$ cat src/rtl/tick_pkg.sv
// Shared constants, interval state type and prescaler sizing for tick_gen.
// TICK_GEN_FAST_SIM_EN forces the base prescaler to divide by 2.
package tick_pkg;

    localparam int DEC_MOD = 10;

    typedef enum logic {
        IDLE  = 1'b0,
        ARMED = 1'b1
    } ivl_state_t;

    function automatic int calc_pre_div(input int clk_hz, input int tick_hz);
`ifdef TICK_GEN_FAST_SIM_EN
        calc_pre_div = (clk_hz >= tick_hz) ? 2 : 2;
`else
        calc_pre_div = clk_hz / tick_hz;
`endif
    endfunction

endpackage

$ cat src/rtl/tick_prescaler.sv
// Modulo-MOD counter with advance/clear; wrap is the terminal event (combinational,
// high on the edge the counter rolls MOD-1 -> 0).
module tick_prescaler #(
    parameter int MOD = 10
) (
    input  logic clk,
    input  logic rst,
    input  logic adv,
    input  logic clear,
    output logic wrap
);

    localparam int             CW  = (MOD > 2) ? $clog2(MOD) : 1;
    localparam logic [CW-1:0]  MAX = CW'(MOD - 1);

    logic [CW-1:0] cnt;

    assign wrap = adv && !clear && (cnt == MAX);

    always_ff @(posedge clk) begin
        if (!rst)
            cnt <= '0;
        else if (clear)
            cnt <= '0;
        else if (adv)
            cnt <= wrap ? '0 : cnt + CW'(1);
    end

endmodule

$ cat src/rtl/tick_gen.sv
// Game timebase: prescaled base tick, decade tick chain and an interval channel.
// Optional macro TICK_GEN_FAST_SIM_EN shortens the base tick to 2 cycles.
module tick_gen
    import tick_pkg::*;
#(
    parameter int CLK_HZ  = 50_000_000,
    parameter int TICK_HZ = 1000,
    parameter int DECADES = 3,
    parameter int IVL_W   = 16
) (
    input  logic             clk,
    input  logic             rst,
    input  logic             enable,
    input  logic             clear,
    output logic [DECADES:0] tick,
    input  logic             ivl_load,
    input  logic [IVL_W-1:0] ivl_value,
    input  logic             ivl_periodic,
    input  logic             ivl_stop,
    output logic             ivl_busy,
    output logic             ivl_done
);

    localparam int PRE_DIV = calc_pre_div(CLK_HZ, TICK_HZ);

    if (PRE_DIV < 2) begin : g_bad_pre_div
        $error("tick_gen: PRE_DIV must be >= 2");
    end
`ifndef TICK_GEN_FAST_SIM_EN
    if ((CLK_HZ % TICK_HZ) != 0) begin : g_bad_ratio
        $error("tick_gen: CLK_HZ must be an integer multiple of TICK_HZ");
    end
`endif
    if (DECADES < 0 || DECADES > 6) begin : g_bad_decades
        $error("tick_gen: DECADES must be in 0..6");
    end

    // ev[k] is the tick[k] event on the current edge; tick is its registered copy.
    logic [DECADES:0] ev;

    tick_prescaler #(.MOD(PRE_DIV)) u_pre (
        .clk   (clk),
        .rst   (rst),
        .adv   (enable),
        .clear (clear),
        .wrap  (ev[0])
    );

    for (genvar k = 0; k < DECADES; k++) begin : g_dec
        tick_prescaler #(.MOD(DEC_MOD)) u_dec (
            .clk   (clk),
            .rst   (rst),
            .adv   (ev[k]),
            .clear (clear),
            .wrap  (ev[k+1])
        );
    end

    always_ff @(posedge clk) begin
        if (!rst)
            tick <= '0;
        else
            tick <= ev;
    end

    ivl_state_t       state, state_n;
    logic [IVL_W-1:0] ivl_cnt, ivl_cnt_n;
    logic [IVL_W-1:0] ivl_rel, ivl_rel_n;
    logic             ivl_mode, ivl_mode_n;
    logic             done_n;

    always_ff @(posedge clk) begin
        if (!rst) begin
            state    <= IDLE;
            ivl_cnt  <= '0;
            ivl_rel  <= '0;
            ivl_mode <= 1'b0;
            ivl_done <= 1'b0;
        end else begin
            state    <= state_n;
            ivl_cnt  <= ivl_cnt_n;
            ivl_rel  <= ivl_rel_n;
            ivl_mode <= ivl_mode_n;
            ivl_done <= done_n;
        end
    end

    // A zero-length load is treated as no load, so expiry still proceeds.
    always_comb begin
        state_n    = state;
        ivl_cnt_n  = ivl_cnt;
        ivl_rel_n  = ivl_rel;
        ivl_mode_n = ivl_mode;
        done_n     = 1'b0;
        if (ivl_stop) begin
            state_n = IDLE;
        end else if (ivl_load && (ivl_value != '0)) begin
            state_n    = ARMED;
            ivl_cnt_n  = ivl_value;
            ivl_rel_n  = ivl_value;
            ivl_mode_n = ivl_periodic;
        end else if (state == ARMED && ev[0]) begin
            if (ivl_cnt == IVL_W'(1)) begin
                done_n = 1'b1;
                if (ivl_mode) begin
                    ivl_cnt_n = ivl_rel;
                end else begin
                    ivl_cnt_n = '0;
                    state_n   = IDLE;
                end
            end else begin
                ivl_cnt_n = ivl_cnt - IVL_W'(1);
            end
        end
    end

    assign ivl_busy = (state == ARMED);

endmodule

$ cat config.mk
export PLATFORM = sky130hd
export DESIGN_NAME = tick_gen
export DESIGN_NICKNAME = d
export VERILOG_FILES = /design/src/rtl/tick_pkg.sv /design/src/rtl/tick_prescaler.sv /design/src/rtl/tick_gen.sv
export SDC_FILE = /design/constraint.sdc
export NUM_CORES = 1
export LEC_CHECK = 0
export CAP_MARGIN = 25
export CORE_ASPECT_RATIO = 0.7
export CORE_MARGIN = 4
export CORE_UTILIZATION = 30
export CTS_CLUSTER_SIZE = 12
export DETAILED_ROUTE_END_ITERATION = 7
export GPL_ROUTABILITY_DRIVEN = 0
export HOLD_SLACK_MARGIN = 0.05
export PLACE_DENSITY = 0.46
export SLEW_MARGIN = 20
export SYNTH_ARGS = -nofsm -noshare
export SYNTH_HDL_FRONTEND = slang
export SYNTH_SLANG_ARGS = --single-unit
$ cat constraint.sdc
create_clock -name clk -period 5.4 [get_ports clk]
set_input_delay 1.08 -clock clk [delete_from_list [all_inputs] [get_ports clk]]
set_output_delay 1.08 -clock clk [all_outputs]
set_load 0.05 [all_outputs]
==> results of run 1 <==
==> worst paths after layout <==
check | slack (ns) | endpoint | from
worst min-delay path | 0.45 | ivl_rel[4]$_SDFFE_PN0P_ | ivl_rel[4]$_SDFFE_PN0P_
worst max-delay path | 1.74 | ivl_cnt[2]$_SDFFE_PN0P_ | ivl_value[13]
worst min register to register | 0.45 | ivl_rel[4]$_SDFFE_PN0P_ | ivl_rel[4]$_SDFFE_PN0P_
worst max register to register | 2.46 | ivl_cnt[5]$_SDFFE_PN0P_ | ivl_cnt[4]$_SDFFE_PN0P_
==> state kept, by name, indices dropped and copies added (netlist names) <==
signal / flops
g_dec.u_dec.cnt: 12
ivl_busy: 1
ivl_cnt: 16
ivl_done: 1
ivl_mode: 1
ivl_rel: 16
tick: 4
u_pre.cnt: 16
==> worst max-delay path: stages <==
cell and delay, ns:
clkdlybuf4s50_1 0.48, or4_1 0.59, o41a_1 0.68, nand2_1 0.47
nand2_2 0.25, o221a_2 0.33
==> where the power goes <==
part | switching [uW] | total [uW] | leakage [uW] | internal [uW]
clock | 214 | 542 | 0.000137 | 328
combinational | 96.9 | 163 | 0.000709 | 66.6
sequential | 17.2 | 527 | 0.000545 | 510
==> final cells by class <==
class	count	area share (%)
Inverter	12	1.07
Clock buffer	11	6.02
Tap cell	153	4.56
Sequential cell	67	31.9
Clock inverter	3	0.358
Multi-Input combinational cell	336	48.3
Timing Repair Buffer	34	7.75
==> kinds of logic (layout without fill, tap and decap cells) <==
| logic type | Yosys count | after routing |
|---|---|---|
| AOI/OAI and AO/OA | 101 | 101 |
| xor gates and xnor gates | 22 | 22 |
| adders and majority gates | 9 | 9 |
| buffers and inverters | 43 | 60 |
| DFF | 67 | 67 |
| muxes | 5 | 5 |
| and+or+nand+nor | 199 | 199 |
==> metrics by stage <==
step / hold slack (ns) / instances / util, % / worst slack (ns) / total power [uW]
finish: 0.453 / 616 / 37.2 / 1.74 / 1230
global route: 0.481 / 616 / 37.2 / 1.60 / 1290
CTS: 0.455 / 616 / 37.2 / 1.75 / 1240
detailed placement: 0.447 / 602 / 34.8 / 1.39 / 698
global placement: 0.444 / 602 / 34.8 / 1.43 / 699
floorplan: 0.432 / 446 / - / 2.28 / 641
==> metal layers <==
| layer | vias to the layer above | track usage (%) | part of all wire [%] | wire length, um |
|---|---|---|---|---|
| li1 | 1644 | - | - | - |
| met5 | - | 0 | 0 | 0 |
| met2 | 87 | 21.1 | 40 | 4120 |
| met3 | 10 | 4.80 | 6.2 | 648 |
| met4 | 0 | 4.78 | 1.2 | 123 |
| met1 | 1577 | 24.0 | 53 | 5480 |
==> cell usage after synthesis (all sizes together), types with 4 or more instances <==
cell type / count / share of area (%)
nand3: 13 / 1.8
xor2: 12 / 3.0
mux2i: 4 / 1.1
buf: 8 / 1.4
nor3: 16 / 2.4
inv: 12 / 1.3
or3: 7 / 1.3
xnor2: 10 / 2.5
clkbuf: 23 / 2.4
nor2: 37 / 3.9
or4: 14 / 3.0
a41oi: 4 / 0.99
a21oi: 36 / 5.1
nand4: 10 / 1.8
a311oi: 7 / 1.7
a31oi: 5 / 0.88
ha: 9 / 3.2
nand2: 71 / 7.6
o41ai: 4 / 0.99
dfxtp: 67 / 38
o21ai: 17 / 2.4
nor4: 5 / 0.88
and3: 5 / 0.92
==> impl_metrics.env, run 1 <==
export IMPL_setup_violations_final=0
export IMPL_cp_required_ns=5.63
export IMPL_critPathKind="in2reg"
export IMPL_vias_per_cell=5.39
export IMPL_clk_pin_slew_ns=0.05
export IMPL_grt_pass1_wl_mm=16.9
export IMPL_drt_total_wl_mm=10.4
export IMPL_cts_hold_buffers_added=0
export IMPL_syn_inst=446
export IMPL_dp_hpwl_mm=7.28
export IMPL_cts_sinks=67
export IMPL_core_area_um2=11300
export IMPL_synthesis_area_um2=3540
export IMPL_synth_edf_count=0
export IMPL_layout_commonest_cell="nand2_1"
export IMPL_syn2layout_area_growth_pct=18.5
export IMPL_post_cts_buffers=0
export IMPL_drc_errors=0
export IMPL_drtAntennaViolNets=0
export IMPL_multiInputGateArea_um2=2030
export IMPL_synth_top_family_by_area="simple AND/OR/NAND/NOR gates"
export IMPL_grt_pass1_vias=3133
export IMPL_synth_seq_area_share_pct=37.8
export IMPL_worst_slew_margin_rel_pct=41.9
export IMPL_hold_violations=0
export IMPL_status="finished clean"
export IMPL_drive_above_1_share_pct=6.91
export IMPL_first_iter_violations=360
export IMPL_tns_ns=0
export IMPL_final_area_um2=4200
export IMPL_period_needed_ns=3.66
export IMPL_clockBufferDepth=2
export IMPL_grt_max_degree=27
export IMPL_synth_xor_area_share_pct=5.44
export IMPL_critPathLaunchType="input port"
export IMPL_antennaDiodeCount=0
export IMPL_ir_drop_uv=146
export IMPL_crit_path_end_kind="register"
export IMPL_pin_count=29
export IMPL_rr_worst_depth=5
export IMPL_yosys_area_share_adder_pct=3.18
export IMPL_drt_first_pass_iters=5
export IMPL_mostFrequentLayoutCells="70 x nand2_1, 67 x dfxtp_1, 37 x nor2_1"
export IMPL_crit_arrival_ns=3.89
export IMPL_grt_use_total_pct=15.8
export IMPL_numCtsBuffers=9
export IMPL_holdPathStages=2
export IMPL_cts_resized=0
export IMPL_place_area_um2=3930
export IMPL_grt_setup_unrepaired="no"
export IMPL_die_area_um2=13600
export IMPL_path_max_fanout=14
export IMPL_synth_compound_area_share_pct=18.7
export IMPL_root_buffer="clkbuf_16"
export IMPL_fin_skew_ns=0.00647
export IMPL_grt_overflow=0
export IMPL_fp_dieW_um=138
export IMPL_hp_class="reg2reg"
export IMPL_insertion_delay_ns=0.34
export IMPL_tightestPinTransition_ns=0.870
export IMPL_rows=32
export IMPL_htreeDepth=3
export IMPL_cts_tree="yes"
export IMPL_ys_ff_latch=67
export IMPL_vias=3318
export IMPL_muxShareOfSynthArea_pct=1.45
export IMPL_fillCellCount=1168
export IMPL_syn_nets=478
export IMPL_regArea_um2=1340
export IMPL_start_util_pct=31.4
export IMPL_drv_slew=0
export IMPL_avgSynthCellArea_um2=7.95
export IMPL_power_leakage_uw=0.00139
export IMPL_wire_per_inst_um=16.8
export IMPL_portBuffers=28
export IMPL_synth_ff_type="dfxtp_1"
export IMPL_async_flop_share_pct=0
export IMPL_max_freq_ghz=0.273
export IMPL_die_height_um=98.9
export IMPL_synth_cell_type_count=58
export IMPL_synth_simple_gate_area_share_pct=28.2
export IMPL_p_per_area_nw_per_um2=294
export IMPL_antenna_found_initial=0
export IMPL_finalNetCount=492
export IMPL_max_cap_violations=0
export IMPL_fin_crit_sh_pct=67.9
export IMPL_yosys_warnings=0
Power figures use the tool's default switching activity.
==> run 2, diff against run 1 <==
--- a/config.mk
+++ b/config.mk
@@ -13,7 +13,7 @@
 export DETAILED_ROUTE_END_ITERATION = 7
 export GPL_ROUTABILITY_DRIVEN = 0
 export HOLD_SLACK_MARGIN = 0.05
-export PLACE_DENSITY = 0.46
+export PLACE_DENSITY = 0.47
 export SLEW_MARGIN = 20
 export SYNTH_ARGS = -nofsm -noshare
 export SYNTH_HDL_FRONTEND = slang
==> constraint.sdc (replaced) <==
create_clock -name clk -period 3.2 [get_ports clk]
set_input_delay 0.64 -clock clk [delete_from_list [all_inputs] [get_ports clk]]
set_output_delay 0.64 -clock clk [all_outputs]
set_load 0.05 [all_outputs]
==> run 2 against run 1 <==
Combinational power up 80%. Sequential share of layout area is 1.4 points lower. First-iteration DRC count decreased by 33%. Largest power group unchanged. Power increased by 77%. Setup slack got worse by 1.4 ns. Critical endpoint is now g_dec[1].u_dec.cnt[3]$_SDFFE_PP0N_. Clock power up 84%. Clock skew is 0.0017 ns higher. Register-to-register slack lost 1.8 ns. Final area rose by 4.7%. Die area stayed put.
==> impl_metrics.env, run 2 (same netlist as run 1, synthesis figures left out) <==
export IMPL_fp_dieW_um=138
export IMPL_worst_slew_margin_rel_pct=49.2
export IMPL_grt_use_total_pct=16.4
export IMPL_status="finished clean"
export IMPL_p_clk_share_pct=45.7
export IMPL_fin_crit_sh_pct=88.9
export IMPL_cts_sinks=67
export IMPL_cts_hold_buffers_added=0
export IMPL_cp_required_ns=3.45
export IMPL_antennaDiodeCount=0
export IMPL_crit_arrival_ns=3.09
export IMPL_grt_setup_unrepaired="no"
export IMPL_cts_resized=0
export IMPL_grt_pass1_vias=3144
export IMPL_holdPathStages=2
export IMPL_p_per_area_nw_per_um2=496
export IMPL_p_sw_uw=552
export IMPL_path_max_fanout=11
export IMPL_root_buffer="clkbuf_16"
export IMPL_first_iter_violations=243
export IMPL_drc_errors=0
export IMPL_insertion_delay_ns=0.33
export IMPL_p_sw_share_pct=25.3
export IMPL_post_cts_buffers=0
export IMPL_period_needed_ns=2.85
export IMPL_internal_power_uw=1630
export IMPL_critPathLaunchType="input port"
export IMPL_critPathKind="in2reg"
export IMPL_drtAntennaViolNets=0
export IMPL_fin_skew_ns=0.00818
export IMPL_fillCellCount=1163
export IMPL_die_area_um2=13600
export IMPL_vias=3427
export IMPL_drt_total_wl_mm=10.6
export IMPL_sequentialPowerShare_pct=40.8
export IMPL_clk_pin_slew_ns=0.06
export IMPL_finalNetCount=513
export IMPL_wire_per_inst_um=16.6
export IMPL_power_leakage_uw=0.00150
export IMPL_hp_class="reg2reg"
export IMPL_portBuffers=28
export IMPL_drv_slew=0
export IMPL_pin_count=29
export IMPL_tightestPinTransition_ns=0.760
export IMPL_crit_path_end_kind="register"
export IMPL_die_height_um=98.9
export IMPL_syn2layout_area_growth_pct=24.0
export IMPL_antenna_found_initial=0
export IMPL_grt_max_degree=26
export IMPL_drt_first_pass_iters=5
export IMPL_dp_hpwl_mm=7.44
export IMPL_max_freq_ghz=0.351
export IMPL_power_total_uw=2180
export IMPL_rows=32
export IMPL_cts_tree="yes"
export IMPL_hold_violations=0
export IMPL_setup_violations_final=0
export IMPL_numCtsBuffers=9
export IMPL_largest_registers="ivl_cnt x16, ivl_rel x16, u_pre.cnt x16"
export IMPL_start_util_pct=31.4
export IMPL_grt_overflow=0
export IMPL_layout_commonest_cell="nand2_1"
export IMPL_hold_ws_ns=0.454
export IMPL_htreeDepth=3
export IMPL_rr_worst_depth=6
export IMPL_place_area_um2=4100
export IMPL_clockBufferDepth=2
export IMPL_comb_power_share_pct=13.5
export IMPL_vias_per_cell=5.37
export IMPL_core_area_um2=11300
export IMPL_mostFrequentLayoutCells="70 x nand2_1, 67 x dfxtp_1, 37 x nor2_1"
export IMPL_ir_drop_uv=277
export IMPL_max_cap_violations=0
export IMPL_drive_above_1_share_pct=10.7
export IMPL_grt_pass1_wl_mm=17.4
export IMPL_final_area_um2=4400
[run 2: cell count changes in the layout (fill, tap and decap cells not counted)]
cell / change
buf_12: +1
bufinv_16: +1
buf_4: +20
clkinv_2: -2
clkbuf_1: +2
[run 2: path summary, 6_finish.rpt]
| kind | slack (ns) | to | start |
|---|---|---|---|
| max | 0.35 | g_dec[1].u_dec.cnt[3]$_SDFFE_PP0N_ | clear |
| min | 0.45 | ivl_rel[2]$_SDFFE_PN0P_ | ivl_rel[2]$_SDFFE_PN0P_ |
| max reg2reg | 0.67 | ivl_cnt[1]$_SDFFE_PN0P_ | ivl_cnt[4]$_SDFFE_PN0P_ |
| min reg2reg | 0.45 | ivl_rel[2]$_SDFFE_PN0P_ | ivl_rel[2]$_SDFFE_PN0P_ |
[run 2: final cells by class]
type                            instances  area (um^2)  share of cell area (%)
Clock inverter                          2         35.0                   0.797
Inverter                               12         45.0                    1.02
Timing Repair Buffer                   55          495                    11.3
Clock buffer                           13          260                    5.92
Sequential cell                        67         1340                    30.5
Multi-Input combinational cell        336         2030                    46.1
Tap cell                              153          191                    4.35
[run 2: critical path, stage by stage]
cell and delay, ns:
clkdlybuf4s50_1 0.42, or4b_1 0.49, or4_1 0.48, or2_1 0.39, or4_1 0.54, a21oi_1 0.14
[run 2: per-stage QoR]
stage | util [%] | setup TNS, ns | setup slack, ns | instances
floorplan | - | 0 | 0.515 | 446
global placement | 36.3 | 0 | 0.0378 | 623
detailed placement | 36.3 | -0.00111 | -0.00111 | 623
CTS | 38.9 | 0 | 0.345 | 638
global route | 38.9 | 0 | 0.202 | 638
finish | 38.9 | 0 | 0.354 | 638
[run 2: routing by layer]
layer | vias up | track usage [%] | routed length (um)
li1 | 1690 | - | -
met1 | 1639 | 25.1 | 5600
met2 | 87 | 22.6 | 4340
met3 | 11 | 3.98 | 544
met4 | 0 | 4.33 | 128
met5 | - | 0 | 0
[run 2: power groups by stage]
stage	Combinational, uW	Sequential [uW]	Clock [uW]
2_1_floorplan	183	898	0
3_3_place_gp	288	906	0
3_5_place_dp	290	907	0
4_1_cts	291	889	1020
5_1_grt	322	893	1070
6_report	294	890	995
